==> src/rtl/spmv_row_mac_pkg.sv <==
// Shared SpMV definitions: row-MAC FSM states and element word layout.
// Element fields are given as slot indices; bit position = slot * DATA_WIDTH.
package spmv_row_mac_pkg;

  typedef enum logic [1:0] {
    ST_IDLE  = 2'd0,
    ST_ACCUM = 2'd1,
    ST_EMIT  = 2'd2
  } state_t;

  // Element word = {mat_val, vec_val}
  localparam int MAT_LSB = 1;
  localparam int VEC_LSB = 0;

endpackage

==> src/rtl/spmv_mac_unit.sv <==
// Combinational signed multiply-accumulate step for the SpMV row MAC.
// Kept separate so the product path can be pipelined without touching the FSM.
module spmv_mac_unit #(
  parameter int DATA_WIDTH = 32,
  parameter int ACC_WIDTH  = 64
) (
  input  logic [ACC_WIDTH-1:0]  i_acc,
  input  logic [DATA_WIDTH-1:0] i_mat,
  input  logic [DATA_WIDTH-1:0] i_vec,
  output logic [ACC_WIDTH-1:0]  o_sum
);

  localparam int PROD_WIDTH = 2 * DATA_WIDTH;

  logic signed [PROD_WIDTH-1:0] w_prod;
  logic        [ACC_WIDTH-1:0]  w_prod_ext;

  assign w_prod = $signed(i_mat) * $signed(i_vec);
  // Signed size cast: sign-extends into a wider accumulator, truncates into a narrower one
  assign w_prod_ext = ACC_WIDTH'(w_prod);
  assign o_sum = i_acc + w_prod_ext;

endmodule

==> src/rtl/spmv_row_mac.sv <==
// SpMV row multiply-accumulate: sums each CSR row's element products and emits
// one {row index, sum} result per row, including a zero result for empty rows.
module spmv_row_mac
  import spmv_row_mac_pkg::*;
#(
  parameter int DATA_WIDTH = 32,
  parameter int ACC_WIDTH  = 64,
  parameter int LEN_WIDTH  = 16,
  parameter int IDX_WIDTH  = 32
) (
  input  logic                    clk,
  input  logic                    rstn,
  input  logic [2*DATA_WIDTH-1:0] s_elem_data,
  input  logic                    s_elem_valid,
  output logic                    s_elem_ready,
  input  logic [LEN_WIDTH-1:0]    s_len_data,
  input  logic                    s_len_valid,
  output logic                    s_len_ready,
  output logic [ACC_WIDTH-1:0]    m_data,
  output logic [IDX_WIDTH-1:0]    m_row,
  output logic                    m_valid,
  input  logic                    m_ready,
  output logic                    busy
);

  state_t               r_state;
  logic [ACC_WIDTH-1:0] r_acc;
  logic [ACC_WIDTH-1:0] r_m_data;
  logic [LEN_WIDTH-1:0] r_remaining;
  logic [IDX_WIDTH-1:0] r_row_cnt;
  logic                 r_m_valid;

  logic [DATA_WIDTH-1:0] w_mat;
  logic [DATA_WIDTH-1:0] w_vec;
  logic [ACC_WIDTH-1:0]  w_sum;
  logic                  w_len_acc;
  logic                  w_elem_acc;
  logic                  w_len_zero;

  assign w_mat = s_elem_data[MAT_LSB*DATA_WIDTH +: DATA_WIDTH];
  assign w_vec = s_elem_data[VEC_LSB*DATA_WIDTH +: DATA_WIDTH];

  spmv_mac_unit #(
    .DATA_WIDTH (DATA_WIDTH),
    .ACC_WIDTH  (ACC_WIDTH)
  ) u_mac (
    .i_acc (r_acc),
    .i_mat (w_mat),
    .i_vec (w_vec),
    .o_sum (w_sum)
  );

  // m_ready -> s_len_ready is the only combinational input-to-output path
  assign s_elem_ready = (r_state == ST_ACCUM);
  assign s_len_ready  = rstn & ((r_state == ST_IDLE) | ((r_state == ST_EMIT) & m_ready));
  assign busy         = (r_state != ST_IDLE);
  assign m_data       = r_m_data;
  assign m_row        = r_row_cnt;
  assign m_valid      = r_m_valid;

  assign w_len_acc  = s_len_valid & s_len_ready;
  assign w_elem_acc = s_elem_valid & s_elem_ready;
  assign w_len_zero = (s_len_data == '0);

  always_ff @(posedge clk or negedge rstn) begin
    if (!rstn) begin
      r_state     <= ST_IDLE;
      r_acc       <= '0;
      r_m_data    <= '0;
      r_remaining <= '0;
      r_row_cnt   <= '0;
      r_m_valid   <= 1'b0;
    end else begin
      case (r_state)
        ST_IDLE: begin
          if (w_len_acc) begin
            if (w_len_zero) begin
              r_m_data  <= '0;
              r_m_valid <= 1'b1;
              r_state   <= ST_EMIT;
            end else begin
              r_remaining <= s_len_data;
              r_acc       <= '0;
              r_state     <= ST_ACCUM;
            end
          end
        end
        ST_ACCUM: begin
          if (w_elem_acc) begin
            r_acc       <= w_sum;
            r_remaining <= r_remaining - LEN_WIDTH'(1);
            if (r_remaining == LEN_WIDTH'(1)) begin
              r_m_data  <= w_sum;
              r_m_valid <= 1'b1;
              r_state   <= ST_EMIT;
            end
          end
        end
        ST_EMIT: begin
          if (m_ready) begin
            r_row_cnt <= r_row_cnt + IDX_WIDTH'(1);
            // A length taken in the hand-off cycle starts the next row without an IDLE bubble
            if (w_len_acc && w_len_zero) begin
              r_m_data <= '0;
            end else if (w_len_acc) begin
              r_remaining <= s_len_data;
              r_acc       <= '0;
              r_m_valid   <= 1'b0;
              r_state     <= ST_ACCUM;
            end else begin
              r_m_valid <= 1'b0;
              r_state   <= ST_IDLE;
            end
          end
        end
        default: r_state <= ST_IDLE;
      endcase
    end
  end

endmodule

==> config.mk <==
export PLATFORM = sky130hd
export DESIGN_NAME = spmv_row_mac
export DESIGN_NICKNAME = d
export VERILOG_FILES = /design/src/rtl/spmv_row_mac_pkg.sv /design/src/rtl/spmv_mac_unit.sv /design/src/rtl/spmv_row_mac.sv
export SDC_FILE = /design/constraint.sdc
export NUM_CORES = 2
export LEC_CHECK = 0
export ABC_CLOCK_PERIOD_IN_PS = 6900
export CAP_MARGIN = 15
export CORE_MARGIN = 2
export CORE_UTILIZATION = 48
export DETAILED_ROUTE_END_ITERATION = 6
export PLACE_DENSITY = 0.68
export SYNTH_ARGS = -nofsm -noshare
export SYNTH_HDL_FRONTEND = slang
export SYNTH_SLANG_ARGS = --single-unit
export TNS_END_PERCENT = 50
==> constraint.sdc <==
create_clock -name clk -period 6.9 [get_ports clk]
set_input_delay 1.035 -clock clk [delete_from_list [all_inputs] [get_ports clk]]
set_output_delay 1.035 -clock clk [all_outputs]
set_load 0.01 [all_outputs]
# Yosys cells after proc, flatten, opt, wreduce, memory -nomap -nowiden

Cells that the tools add are included.

Add/subtract/negate cells: 3
Bitwise operators: 5
Reductions and logical operators: 10
$mul: 1
Eq/ne operators: 12
Multiplexer cells: 36

Operator list:

| operator                                              | count |
|---|---|
| 2-to-1 mux 64 bit                                     | 12 |
| case mux 64 bit (3 select lines)                      | 2 |
| 2-to-1 mux 16 bit                                     | 6 |
| adder 64 bit                                          | 1 |
| multiplier 32 x 32 -> 64 bit                          | 1 |
| case mux 16 bit (3 select lines)                      | 1 |
| adder 32 x 1 -> 32 bit (second input constant)        | 1 |
| AND reduction 7 bit                                   | 3 |
| equality test 16 x 1 -> 1 bit (second input constant) | 1 |
| zero test 16 bit                                      | 1 |
| subtractor 16 x 1 -> 16 bit (second input constant)   | 1 |
| 2-to-1 mux 2 bit                                      | 6 |
| != test 2 bit (second input constant)                 | 6 |
| 2-to-1 mux 1 bit                                      | 7 |
| != test 2 x 1 -> 1 bit (second input constant)        | 3 |
| case mux 2 bit (3 select lines)                       | 1 |
| AND reduction 5 bit                                   | 1 |
| bitwise AND 1 bit                                     | 4 |
| case mux 1 bit (3 select lines)                       | 1 |
| nonzero test 3 bit                                    | 1 |
| equality test 2 x 1 -> 1 bit (second input constant)  | 1 |
| equality test 2 bit (second input constant)           | 1 |
| zero test 2 bit                                       | 1 |
| AND reduction 2 bit                                   | 1 |
| 3 further kinds                                       | 3 |

Register bits after elaboration: 179
Word-level logic and storage cells: 73
Input bits: 85
Output and inout bits: 100

# Logic depth before layout (Yosys ltp)

Word-level depth: 9
Depth in mapped cells: 30

# Hierarchy

Synthesis repeated with hierarchy kept, for this count alone.

Cells, all modules: 5056
Area total of the unflattened synthesis: 47934.7 µm²

Modules (own cells, without submodules):

| module        | cells each | times used | area an instance (µm²) |
|---|---|---|---|
| spmv_mac_unit | 4275       | 1          | 39914.5 |
| spmv_row_mac  | 781        | 1          | 8020.2 |

# Least setup slack after synthesis

OpenSTA, ideal clock, no wires.

Kind: input-to-reg
Start point: input port s_elem_data[0]
End point: register r_acc[61]
Slack: -2.440 ns
Arrival time: 9.216 ns
Setup time: 0.124 ns
Stages on the path: 27
Cells stage by stage: clkbuf_1 nand2_1 fa_1 fa_1 inv_1 fa_1 inv_1 fa_1 inv_1 fa_1 fa_1 fa_1 inv_1 fa_1 inv_1 ha_1 clkbuf_1 nand2_1 nor2_1 nand3_1 or2_2 o21ai_1 a221oi_2 o221a_2 o21a_1 mux2i_1 a211o_1

Cells in the longest elaborated chain, start to end: 4

Ends and longest elaborated chain:

| what                             | RTL line            | RTL |
|---|---|---|
| from (decl)                      | spmv_row_mac.sv:13  | `input logic [2*DATA_WIDTH-1:0] s_elem_data,` |
| multiplier 32 x 32 -> 64 bit     | spmv_mac_unit.sv:18 | `assign w_prod = $signed(i_mat) * $signed(i_vec);` |
| adder 64 bit                     | spmv_mac_unit.sv:21 | `assign o_sum = i_acc + w_prod_ext;` |
| 2-to-1 mux 64 bit                | spmv_row_mac.sv:89  | `if (w_elem_acc) begin` |
| case mux 64 bit (3 select lines) | spmv_row_mac.sv:74  | `case (r_state)` |
| to (signal assigned)             | spmv_row_mac.sv:90  | `r_acc <= w_sum;` |
| to (decl)                        | spmv_row_mac.sv:27  | `logic [ACC_WIDTH-1:0] r_acc;` |

No other way between the ends. The select of a mux whose other input is x is not followed.
A chain may end at the register's enable or synchronous reset.

# Worst setup path in the final report

Start point: input port s_elem_data[3]
End point: register r_m_data[60], in the netlist m_data[60]

Cells in the longest elaborated chain, start to end: 5

Ends and longest elaborated chain:

| what                             | RTL line            | RTL |
|---|---|---|
| multiplier 32 x 32 -> 64 bit     | spmv_mac_unit.sv:18 |  |
| adder 64 bit                     | spmv_mac_unit.sv:21 |  |
| 2-to-1 mux 64 bit                | spmv_row_mac.sv:92  | `if (r_remaining == LEN_WIDTH'(1)) begin` |
| 2-to-1 mux 64 bit                | spmv_row_mac.sv:89  |  |
| case mux 64 bit (3 select lines) | spmv_row_mac.sv:74  |  |
| to (signal assigned)             | spmv_row_mac.sv:93  | `r_m_data <= w_sum;` |
| to (decl)                        | spmv_row_mac.sv:28  | `logic [ACC_WIDTH-1:0] r_m_data;` |

No other way between the ends. The select of a mux whose other input is x is not followed.

==> out/summary.txt <==
========================================================================================================
Syn Std Cell Area                                                                             47400 um^2
Area share of the largest cell type after synthesis                                                0.511
Crit path capture type                                                                         flip-flop
Via count of the first global-routing pass                                                         40500
Most numerous cell types in the synthesized netlist                                         sky130_fd_sc_hd__inv_1 (1260), sky130_fd_sc_hd__fa_1 (1210), sky130_fd_sc_hd__nand2_1 (721)
CTS H-Tree Depth                                                                                       4
Filler Cells Inserted                                                                               7666
Post-detailed-route DRC marker count                                                                   0
Pin count of the biggest net entering global routing                                                 111
Yosys Warn Count                                                                                       0
DP Cell Count                                                                                       6729
Worst Tran Pin Value                                                                             1.01 ns
Cell at the root of the clock tree                                                          sky130_fd_sc_hd__clkbuf_16
Overflow left after global routing                                                                     0
Final HPWL from detailed placement                                                                108 mm
Final setup margin                                                                              -1.38 ns
Max Fanout on Critical Path                                                                            4
Tot GR Track Use                                                                                   0.288
Result of the run                                                                           finished with violations
Post-CTS clock slew at the launch and capture registers of the worst setup and hold paths        0.06 ns
Number of buffers inserted during clock tree synthesis                                                17
Multi-input gate area in the final layout                                                     39500 um^2
Distinct cell type count after synthesis                                                              68
Top cells by area in the synthesized netlist                                                sky130_fd_sc_hd__fa_1 (51%), sky130_fd_sc_hd__inv_1 (10%), sky130_fd_sc_hd__dfrtp_1 (9.5%)
Effective utilization at floorplan                                                                 0.483
Final core utilization                                                                             0.623
Detailed-route vias per instance                                                                    5.27
Area growth from synthesis to final layout                                                         29.0%
Number of flops mapped to enable cells by yosys                                                        0
TritonCTS clock tree                                                                                 yes
Syn nets                                                                                            6523
Tmin final                                                                                       8.28 ns
Layout cell share with drive strength beyond 1                                                     0.237
Vertical extent of the die                                                                        318 um
Fin. Hold Viols                                                                                        0
Buffer depth of the longest clock path                                                                 2
CTS Sinks                                                                                            179
Antenna Violating Nets Remaining                                                                       0
Worst relative slew slack                                                                          0.324
Total of max-cap violations                                                                            0
Async SR Flop Fraction                                                                              1.00
Count of input and output buffers                                                                    184
Total wire length                                                                                 144 mm
Setup skew after layout                                                                       0.00813 ns
Std-Cell Rows                                                                                        115
Number of I/O pins                                                                                   185
Largest stage delay on the critical path                                                         0.60 ns
Wire length per cell                                                                             20.5 um
Max frequency                                                                                  0.121 GHz
Flip-flop cell with the highest count after synthesis                                       sky130_fd_sc_hd__dfrtp_1
Library cell with the largest summed area after synthesis                                   sky130_fd_sc_hd__fa_1
Critical path class                                                                            in -> reg
Flop and latch count out of synthesis                                                                179
Width of the chip                                                                                 318 um
Total number of vias                                                                               37000
Area taken by flip-flops and latches                                                           4480 um^2
Core footprint                                                                                98100 um^2
Number of nets in the final layout                                                                  7243
CP Launch Type                                                                              primary input
Met3 Routed Length                                                                               10.2 mm
Number of max-slew violations in the final report                                                      0
Library cell contributing the largest single delay on the critical path                     sky130_fd_sc_hd__fa_2
Violations in the final reports                                                             setup timing
Wire length on met2                                                                              73.7 mm
CP required                                                                                      7.27 ns
Setup-violating endpoint count in the final report                                                    89
Number of antenna violations at the first check in global routing                                      7
Tightest Hold Check Type                                                                      reg -> reg
Worst skew pair latency                                                                          0.44 ns
Die ar.                                                                                      101000 um^2
CTS Hold Buffers Added                                                                                 0
Non-Filler Instances                                                                                7029
Proportion of synthesized chip area in sequential cells                                           0.0946
First-pass DRT Iterations                                                                              6
Global-route wire length before repair                                                            225 mm
Routed metal-1 wirelength                                                                        52.9 mm
Avg Synthesized Cell Area                                                                      9.46 um^2
Number of design-rule violations left by the first detailed-router iteration                        2592
Arrival time worst endpoint                                                                      8.65 ns
RSZ-0062 raised after global routing                                                                 yes
Final estimated routing congestion in global placement                                             0.916
Synthesized instance count                                                                          5007
Most Frequent Cell on Critical Path                                                         sky130_fd_sc_hd__fa_1
Leading cell type by number of instances after synthesis                                    sky130_fd_sc_hd__inv_1
Highest Signal Layer                                                                                met5
Period utilization                                                                                  1.20
========================================================================================================
layer usage:
layer / global-route usage / vias up
met4: 0.110 / 8
met5: 0 / -
met1: 0.364 / 19300
li1: - / 15900
met3: 0.0462 / 376
met2: 0.498 / 1386
final timing paths:
| path | startpoint | end | slack (ns) | cells after the start |
|---|---|---|---|---|
| worst max-delay path | s_elem_data[3] | m_data[60]$_DFFE_PN0P_ | -1.38 | 32 |
| worst min-delay path | m_row[31]$_DFFE_PN0P_ | m_row[31]$_DFFE_PN0P_ | 0.48 | 1 |
| worst max register to register | r_acc[26]$_DFFE_PN0P_ | m_data[39]$_DFFE_PN0P_ | -0.72 | 27 |
| worst min register to register | m_row[31]$_DFFE_PN0P_ | m_row[31]$_DFFE_PN0P_ | 0.48 | 1 |
| max in group asynchronous | rstn | r_acc[34]$_DFFE_PN0P_ | 4.66 | 2 |
| min in group asynchronous | rstn | m_row[15]$_DFFE_PN0P_ | 0.71 | 1 |
area by class of cell:
| class | count | share of cell area |
|---|---|---|
| tap | 1287 | 0.0264 |
| sequential | 179 | 0.0733 |
| antenna | 3 | 0.000123 |
| inverter | 1261 | 0.0778 |
| clock inverter | 11 | 0.00246 |
| clock buffer | 20 | 0.00747 |
| timing repair buffer | 954 | 0.166 |
| multi-input combinational | 3314 | 0.646 |
registers in the layout (all words and copies together), names as in the netlist:
signal       cells
r_state          2
m_valid          1
r_remaining     16
r_acc           64
m_row           32
m_data          64
stage by stage:
step	TNS [ns]	worst slack (ns)	hold WS, ns	instance area, um^2
global placement	-164.27	-2.19	0.461	54700
global route	-91.71	-1.57	0.503	61100
finish	-76.91	-1.38	0.478	61100
CTS	-73.75	-1.30	0.479	59500
floorplan	-76.12	-1.60	0.442	47700
detailed placement	-168.62	-2.31	0.464	54700
cells in the final DEF, fill, tap and decap left out, drive strengths merged, types with 5 or more instances in the layout:
cell | synthesis | routed
inv | 1260 | 1258
a22oi | 5 | 5
clkinvlp | 0 | 7
clkdlybuf4s15 | 0 | 5
nand2 | 721 | 721
clkdlybuf4s50 | 0 | 121
clkbuf | 251 | 28
xor2 | 44 | 44
mux2 | 11 | 11
a31oi | 5 | 5
nand4 | 16 | 16
nor4 | 7 | 7
a21oi | 89 | 89
nand2b | 18 | 18
fa | 1210 | 1210
o31ai | 43 | 43
or3 | 7 | 7
and2 | 456 | 456
o211ai | 6 | 6
nand3 | 26 | 26
dfrtp | 179 | 179
nor2b | 10 | 10
a22o | 26 | 26
o21a | 10 | 10
nor3 | 13 | 13
bufbuf | 0 | 20
or2 | 6 | 6
ha | 221 | 221
nor2 | 87 | 87
and3 | 12 | 12
dlygate4sd2 | 0 | 11
buf | 2 | 787
xnor2 | 65 | 65
o21bai | 7 | 7
a21o | 35 | 35
or4 | 6 | 6
o21ai | 105 | 105
timing repair:
| action | CTS | global route |
|---|---|---|
| gates cloned | 27 | 3 |
| hold endpoints to repair | 0 | 0 |
| resized for setup | 690 | 345 |
| buffers inserted | 187 | 77 |
| endpoints found under the setup margin | 105 | 103 |
| pin swaps | 310 | 283 |
logic make-up after synthesis:
group / count (synthesis) / share of synthesized area
buffers and inverters: 1514 / 0.120
adders and majority gates: 1431 / 0.570
and+or+nand+nor: 1395 / 0.141
AOI/OAI and AO/OA: 367 / 0.0514
DFF: 179 / 0.0946
xor gates and xnor gates: 109 / 0.0202
muxes: 12 / 0.00283
worst max-delay path: cells and delay by family:
kind | cells | cell delay [ns]
fa+ha+maj | 9 | 4.34
buf+inv | 13 | 1.47
simple gates | 3 | 0.78
compound gates | 6 | 0.76
xor+xnor | 1 | 0.25
Power is left out: the tool's default activity adds up to more than one toggle a clock period on the data nets, which glitch-free logic cannot reach.
